[src/rtl/router_pkt_tx.sv]
// router_pkt_tx: buffers one payload from a byte producer, then drives the router
// with a header byte, the payload bytes and an XOR parity byte, holding each byte while busy.
module router_pkt_tx #(
    parameter int MAX_LEN = 63
) (
    input  logic       clk,
    input  logic       resetn,
    input  logic       start,
    input  logic [1:0] dest_addr,
    input  logic [5:0] payload_len,
    input  logic       corrupt_parity,
    input  logic       pl_valid,
    input  logic [7:0] pl_data,
    output logic       pl_ready,
    input  logic       busy,
    output logic       pkt_valid,
    output logic [7:0] tx_data,
    output logic       tx_busy,
    output logic       done,
    output logic       err
);
    typedef enum logic [2:0] {IDLE, LOAD, HEADER, PAYLOAD, PARITY} state_t;
    localparam logic [5:0] MAX6 = 6'(MAX_LEN);
    state_t state, state_n;
    logic [5:0] len, wr_cnt, rd_cnt, rd_cnt_n;
    logic [7:0] hdr, par, par_tx;
    logic [7:0] mem [MAX_LEN];
    logic corrupt, req_ok, accept, xfer;
    always_comb begin
        req_ok = dest_addr != 2'd3 && payload_len != 6'd0 && payload_len <= MAX6;
        accept = state == IDLE && start && req_ok;
        xfer = state == LOAD && pl_valid;
        par_tx = corrupt ? ~par : par;
        state_n = state;
        rd_cnt_n = rd_cnt;
        case (state)
            IDLE:    state_n = accept ? LOAD : IDLE;
            LOAD:    state_n = xfer && wr_cnt + 6'd1 == len ? HEADER : LOAD;
            HEADER: begin
                state_n = busy ? HEADER : PAYLOAD;
                rd_cnt_n = busy ? rd_cnt : 6'd0;
            end
            PAYLOAD: begin
                state_n = !busy && rd_cnt + 6'd1 == len ? PARITY : PAYLOAD;
                rd_cnt_n = !busy && rd_cnt + 6'd1 != len ? rd_cnt + 6'd1 : rd_cnt;
            end
            PARITY:  state_n = busy ? PARITY : IDLE;
            default: state_n = IDLE;
        endcase
    end
    // Outputs are registered from the next state so each byte appears the cycle its state begins.
    always_ff @(posedge clk or negedge resetn) begin
        if (!resetn) begin
            state <= IDLE;
            len <= 6'd0;
            wr_cnt <= 6'd0;
            rd_cnt <= 6'd0;
            hdr <= 8'd0;
            par <= 8'd0;
            corrupt <= 1'b0;
            pl_ready <= 1'b0;
            pkt_valid <= 1'b0;
            tx_data <= 8'd0;
            tx_busy <= 1'b0;
            done <= 1'b0;
            err <= 1'b0;
        end else begin
            state <= state_n;
            rd_cnt <= rd_cnt_n;
            if (accept) begin
                len <= payload_len;
                hdr <= {payload_len, dest_addr};
                par <= {payload_len, dest_addr};
                corrupt <= corrupt_parity;
                wr_cnt <= 6'd0;
            end
            if (xfer) begin
                par <= par ^ pl_data;
                wr_cnt <= wr_cnt + 6'd1;
            end
            pl_ready <= state_n == LOAD;
            pkt_valid <= state_n == HEADER || state_n == PAYLOAD;
            tx_busy <= state_n != IDLE;
            tx_data <= state_n == HEADER ? hdr : state_n == PAYLOAD ? mem[rd_cnt_n] :
                       state_n == PARITY ? par_tx : 8'd0;
            done <= state == PARITY && !busy;
            err <= state == IDLE && start && !req_ok;
        end
    end
    always_ff @(posedge clk) begin
        if (xfer) mem[wr_cnt] <= pl_data;
    end
endmodule

[config.mk]
export PLATFORM = sky130hd
export DESIGN_NAME = router_pkt_tx
export DESIGN_NICKNAME = d
export VERILOG_FILES = /design/src/rtl/router_pkt_tx.sv
export SDC_FILE = /design/constraint.sdc
export NUM_CORES = 1
export LEC_CHECK = 0
export ABC_AREA = 1
export BUFFER_PORTS_ARGS = -buffer_cell sky130_fd_sc_hd__buf_2
export CAP_MARGIN = 20
export CORE_ASPECT_RATIO = 2
export CORE_MARGIN = 8
export CORE_UTILIZATION = 60
export CTS_BUF_LIST = sky130_fd_sc_hd__clkbuf_8
export CTS_CLUSTER_SIZE = 8
export DETAILED_ROUTE_END_ITERATION = 16
export GPL_ROUTABILITY_DRIVEN = 0
export PLACE_DENSITY = 0.73
export SYNTH_ARGS = -nofsm -noshare
export SYNTH_HDL_FRONTEND = slang
export SYNTH_SLANG_ARGS = --single-unit
export TNS_END_PERCENT = 50
[constraint.sdc]
create_clock -name clk -period 2.9 [get_ports clk]
set_input_delay 0.145 -clock clk [delete_from_list [all_inputs] [get_ports clk]]
set_output_delay 0.145 -clock clk [all_outputs]
set_load 0.03 [all_outputs]
# After elaboration in Yosys (flattened, before gate mapping)
# Memories as Yosys holds them, arrays and structs flattened.
# Cells that the tools add are included.
totals:
  output_inout_bits: 13
  mem_bits_rw: 504
  mem_count: 1
  regBits: 51
memory_table:
  columns: ["memory", "words", "width", "read_ports", "rd_ports_with_merged_regs", "write_ports", "line", "text"]
  rows:
  - ["mem", 63, 8, 1, 0, 1, "27", "logic [7:0] mem [MAX_LEN];"]
classes:
  n_lt_le_gt_ge: 1
  n_eq_ne: 12
  muxes: 19
  bitwise: 2
  n_addsub: 2
  n_reduce_logical: 17
ops:
  columns: ["operator", "n"]
  rows:
  - ["2-to-1 mux 8 bit", 6]
  - ["2-to-1 mux 6 bit", 4]
  - ["one-hot mux 3 bit (5 select lines)", 1]
  - ["adder 6 x 1 -> 6 bit (second input constant)", 2]
  - ["equality test 3 x 2 -> 1 bit (second input constant)", 4]
  - ["equality test 6 bit", 2]
  - ["one-hot mux 6 bit (2 select lines)", 1]
  - ["logical AND 1 bit", 10]
  - ["NOT 8 bit", 1]
  - ["XOR 8 bit", 1]
  - ["equality test 3 x 1 -> 1 bit (second input constant)", 2]
  - ["equality test 3 bit (second input constant)", 2]
  - ["less-or-equal comparator 6 bit (second input constant)", 1]
  - ["2-to-1 mux 3 bit", 2]
  - ["!= test 6 bit", 1]
  - ["nonzero test 6 bit", 1]
  - ["2-to-1 mux 1 bit", 4]
  - ["logical NOT 3 bit", 1]
  - ["nonzero test 3 bit", 1]
  - ["logical NOT 1 bit", 2]
  - ["2-to-1 mux 2 bit", 1]
  - ["!= test 2 bit (second input constant)", 1]
  - ["nonzero test 2 bit", 1]
  - ["logical OR 1 bit", 1]

# Longest topological paths before layout
depth:
  ltp_word: 10
  depth_mapped: 25
  ltp_nobuf: 23

# Least setup slack after synthesis
# OpenSTA, ideal clock, no wires.
synth_timing:
  path_type: "register to register"
  startpoint: "register rd_cnt[0]"
  endpoint: "register tx_data[3]"
  t_arrival_ns: 2.419
  required_ns: 2.776
  setup_slack_ns: 0.356
  path_stages_with_launch: 24
  setup_time_ns: 0.124
  cell_sequence: "dfrtp_1 -> ha_1 -> inv_1 -> nand2_1 -> nand2_1 -> nand2_1 -> nand2_1 -> nand2_1 -> nor2_1 -> nand3_2 -> nand2_2 -> nand2_1 -> nand3_1 -> nand3_1 -> buf_2 -> buf_2 -> nand2_1 -> nand3_1 -> nand3_1 -> nand3_1 -> nand3_1 -> nand2_1 -> nand2_1 -> nand3_1"
synth_between:
  elab_chain_cells: 9
  elab_cells_between_ends: 17
synth_rtl:
  columns: ["item", "line", "text"]
  rows:
  - ["from (decl)", "25", "logic [5:0] len, wr_cnt, rd_cnt, rd_cnt_n;"]
  - ["from (signal assigned)", "69", "rd_cnt <= rd_cnt_n;"]
  - ["parallel branches: the longest is 8 deep, another holds memory read (63 x 8 bit)", null, null]
  - ["2-to-1 mux 8 bit *", "84", "tx_data <= state_n == HEADER ? hdr : state_n == PAYLOAD ? mem[rd_cnt_n] :"]
  - ["to (signal assigned)", "84", null]
  - ["to (decl)", "17", "output logic [7:0] tx_data,"]
# Mark *: on every way between the ends.
# A chain may end at the register's enable or synchronous reset.

# Worst setup path after layout
layout_timing:
  startpoint: "register rd_cnt[1]"
  endpoint: "register tx_data[2]"
# Same word-level chain as after synthesis.

==> run metrics <==
status complete, but fails checks; violated checks setup timing; Worst Tran Pin Value 0.849 ns; H-Tree Depth 3; die height 298 µm; top_reg_cell synth edfxtp_1; FFs w/ async S/R, synth 8.20%; pwr dens 1090 mW/mm²; layout cells sized above 1 19.3%; Int Pwr 17.7 mW; Core ar. 0.0394 mm²; static leakage power 11.7 nW; Final Total Pwr 31.5 mW; final cell count without fillers 3058; Synth area leaders edfxtp_1 63%, nand2_1 14%, nand3_1 10%, dfrtp_1 4.7%, buf_2 1.7%; fin crit share 108%; IO Count 35; Yosys top cell area share 63.4%; final hold viol count 0; routed via count 18800; DP HPWL 43.7 mm; Max VDD drop 0.612 mV; Final Critical Period 3.13 ns; most frequent CP cell nand2_1; Sw Pwr 13.8 mW; FF-to-FF Start rd_cnt[1]$_DFF_PN0_; crit-path cells ha_4, inv_2, nand2_1, nand2_1, nor2_1, nand2_1, nor2_4, nand3_4, buf_6, nand4_4, buf_12, buf_16, bufbuf_16, nand3_1, nand2_1, nand2_1, nand3_1, nand3_2, nand3_2, nand3_4, nand2_1, nand2_1, nand3_1; most frequent cell after synthesis nand2_1; Worst Setup SP rd_cnt[1]$_DFF_PN0_; clk root buf clkbuf_8; Largest stage delay, worst path 0.43 ns; Initial Util 60.5%; Crit-path slowest cell dfrtp_1; Placed Cells 2895; gr ovfl total 0; crit path kind register to register; r2r setup slk -0.23 ns; Max-Slew Margin vs Limit 43.4%; final setup fails 8; drt via density 6.16; Filler cells 2556; IO Port Bufs 34; 1st-pass router iterations 7; CTS tree yes; routed wl met2 36.9 mm; Final Net Count 2533; Worst setup EP type register; most frequent cells after synthesis 909 x nand2_1, 504 x edfxtp_1, 481 x nand3_1; Area growth syn-to-layout 21.3%; register bit total from synthesis 549; worst clock skew 0.0363 ns; post-synth top area cell edfxtp_1; syn_nets 2298; setup ws final -0.232 ns; Met1 Wirelength 23.2 mm; die area 0.0468 mm²; Reg clk slew, reported paths 0.06 ns; Post-route DRC 0; yosys warns 0; HP Class input port to asynchronous set/reset pin; fmax 319 MHz; largest net degree at the start of global routing 65; Buf/Inv on CP 5; first-pass GRT wire length 109 mm; Seq pwr share 29.7%; worst skew pair latency 0.65 ns; CP delay by family, top simple AND/OR/NAND/NOR gates; CTS buffer count 80; clock sinks 549; Synth cell types 38; RSZ-0062 raised after global routing yes; Clock Power Share 16.7%; Mapped Area 0.0239 mm²; final WL 73.6 mm; number of global-route vias before repair 18900; Avg WL per Cell 24.1 µm; GRT Util Overall 31.4%; Final Max Tran Viols 0; EDFF count, synth 504; CP Data Required Time 3.48 ns; register area share after synthesis 68.1%; row cnt 103; Combinational Power Share 53.6%; initial antenna violation count 2; Avg Cell Area, Syn 10.5 µm²; Iteration-0 DRC Markers 2314; switching fraction of total power 43.7%; Mapped Cells 2274; Final ANT Viol Nets 0; Die Wd 157 µm; Top Layer Used met4; worst path arrival time 3.71 ns; crit path launch type register; clk buf depth 3; Max FO, Critical Path 12; WL met3 6.55 mm; Max Cap Viol 0
[what timing repair did]
item	CTS	global route
setup endpoints to repair	8	8
resized for setup	123	57
hold endpoints to repair	74	0
hold buffers	15	0
buffers inserted	14	7
pin swaps	26	20
gates cloned	17	3
[routing by layer]
metal / up-vias / GRT usage, %
li1: 8268 / -
met1: 8946 / 33.8
met2: 1258 / 52.8
met3: 358 / 5.47
met4: 0 / 26.3
met5: - / 0
[logic make-up after synthesis]
group / Yosys count / synth area share (%)
DFF: 549 / 68.1
AOI/OAI and AO/OA: 45 / 1.28
and+or+nand+nor: 1490 / 26.2
xor gates and xnor gates: 14 / 0.514
adders and majority gates: 2 / 0.105
buffers and inverters: 174 / 3.77
[placed cells by master, fill, tap and decap left out, types with 3 or more instances in the layout]
master and n:
nand2_1 898, nand3_4 26, a21oi_1 4, nand3_1 395, nor2_1 78, o21ai_1 4, xor2_1 13, nor2_2 3
dlygate4sd3_1 15, nor2_4 3, a31oi_1 5, nand4_1 7, buf_8 3, buf_4 159, edfxtp_1 504, nand2_2 11
inv_1 42, buf_2 34, o22ai_1 5, buf_6 13, dfrtp_1 43, clkinv_1 5, clkbuf_16 3, buf_12 38
buf_16 12, o211ai_1 10, bufbuf_16 8, nand3_2 61, clkinvlp_4 5, inv_2 7, o21ai_0 7, nand2_8 5
clkbuf_8 81
[power groups by stage]
| stage | registers [mW] | logic (mW) | clock network (mW) |
|---|---|---|---|
| floorplan | 9.43 | 8.02 | 0 |
| global placement | 9.46 | 12.8 | 0 |
| detailed placement | 9.47 | 13.0 | 0 |
| CTS | 9.32 | 15.4 | 5.29 |
| global route | 9.38 | 17.9 | 5.59 |
| finish | 9.35 | 16.9 | 5.28 |
[sequential cells by signal, summed over array words and instances, names as in the netlist]
name / cells
done: 1
tx_data: 8
state: 3
mem: 504
pkt_valid: 1
corrupt: 1
par: 8
rd_cnt: 6
wr_cnt: 6
tx_busy: 1
pl_ready: 1
len: 6
err: 1
hdr: 2
[final cells by class]
type	instances	area, µm²	area share [%]
clock buffer	81	1110	3.85
timing repair buffer	285	3130	10.8
clock inverter	23	118	0.406
multi-input combinational	1553	7510	25.9
antenna	2	5.00	0.0173
sequential	549	16300	56.1
inverter	40	160	0.553
tap	525	657	2.27
[per-stage QoR]
step                      setup TNS, ns  area, µm²  hold slack (ns)  setup slack, ns  util (%)
after CTS                         -1.08      28500           0.0308           -0.150      72.3
after floorplan                       0      23900           -0.151            0.356         -
final                             -1.63      29000           0.0139           -0.232      73.4
after global routing              -2.98      29000           0.0325           -0.453      73.4
after global placement            -2.75      25900            0.363           -0.430      65.7
after detailed placement          -2.87      25900            0.367           -0.468      65.7
[final timing paths]
kind,to,depth (start not counted)
setup / recovery,tx_data[2]$_DFF_PN0_,23
hold / removal,state[1]$_DFF_PN0_,2
setup reg to reg,tx_data[2]$_DFF_PN0_,23
hold reg to reg,hdr[0]$_DFFE_PN0P_,2
max in group asynchronous,rd_cnt[3]$_DFF_PN0_,3
min in group clk,mem[54][4]$_DFFE_PP_,2
Power figures use the tool's default switching activity.
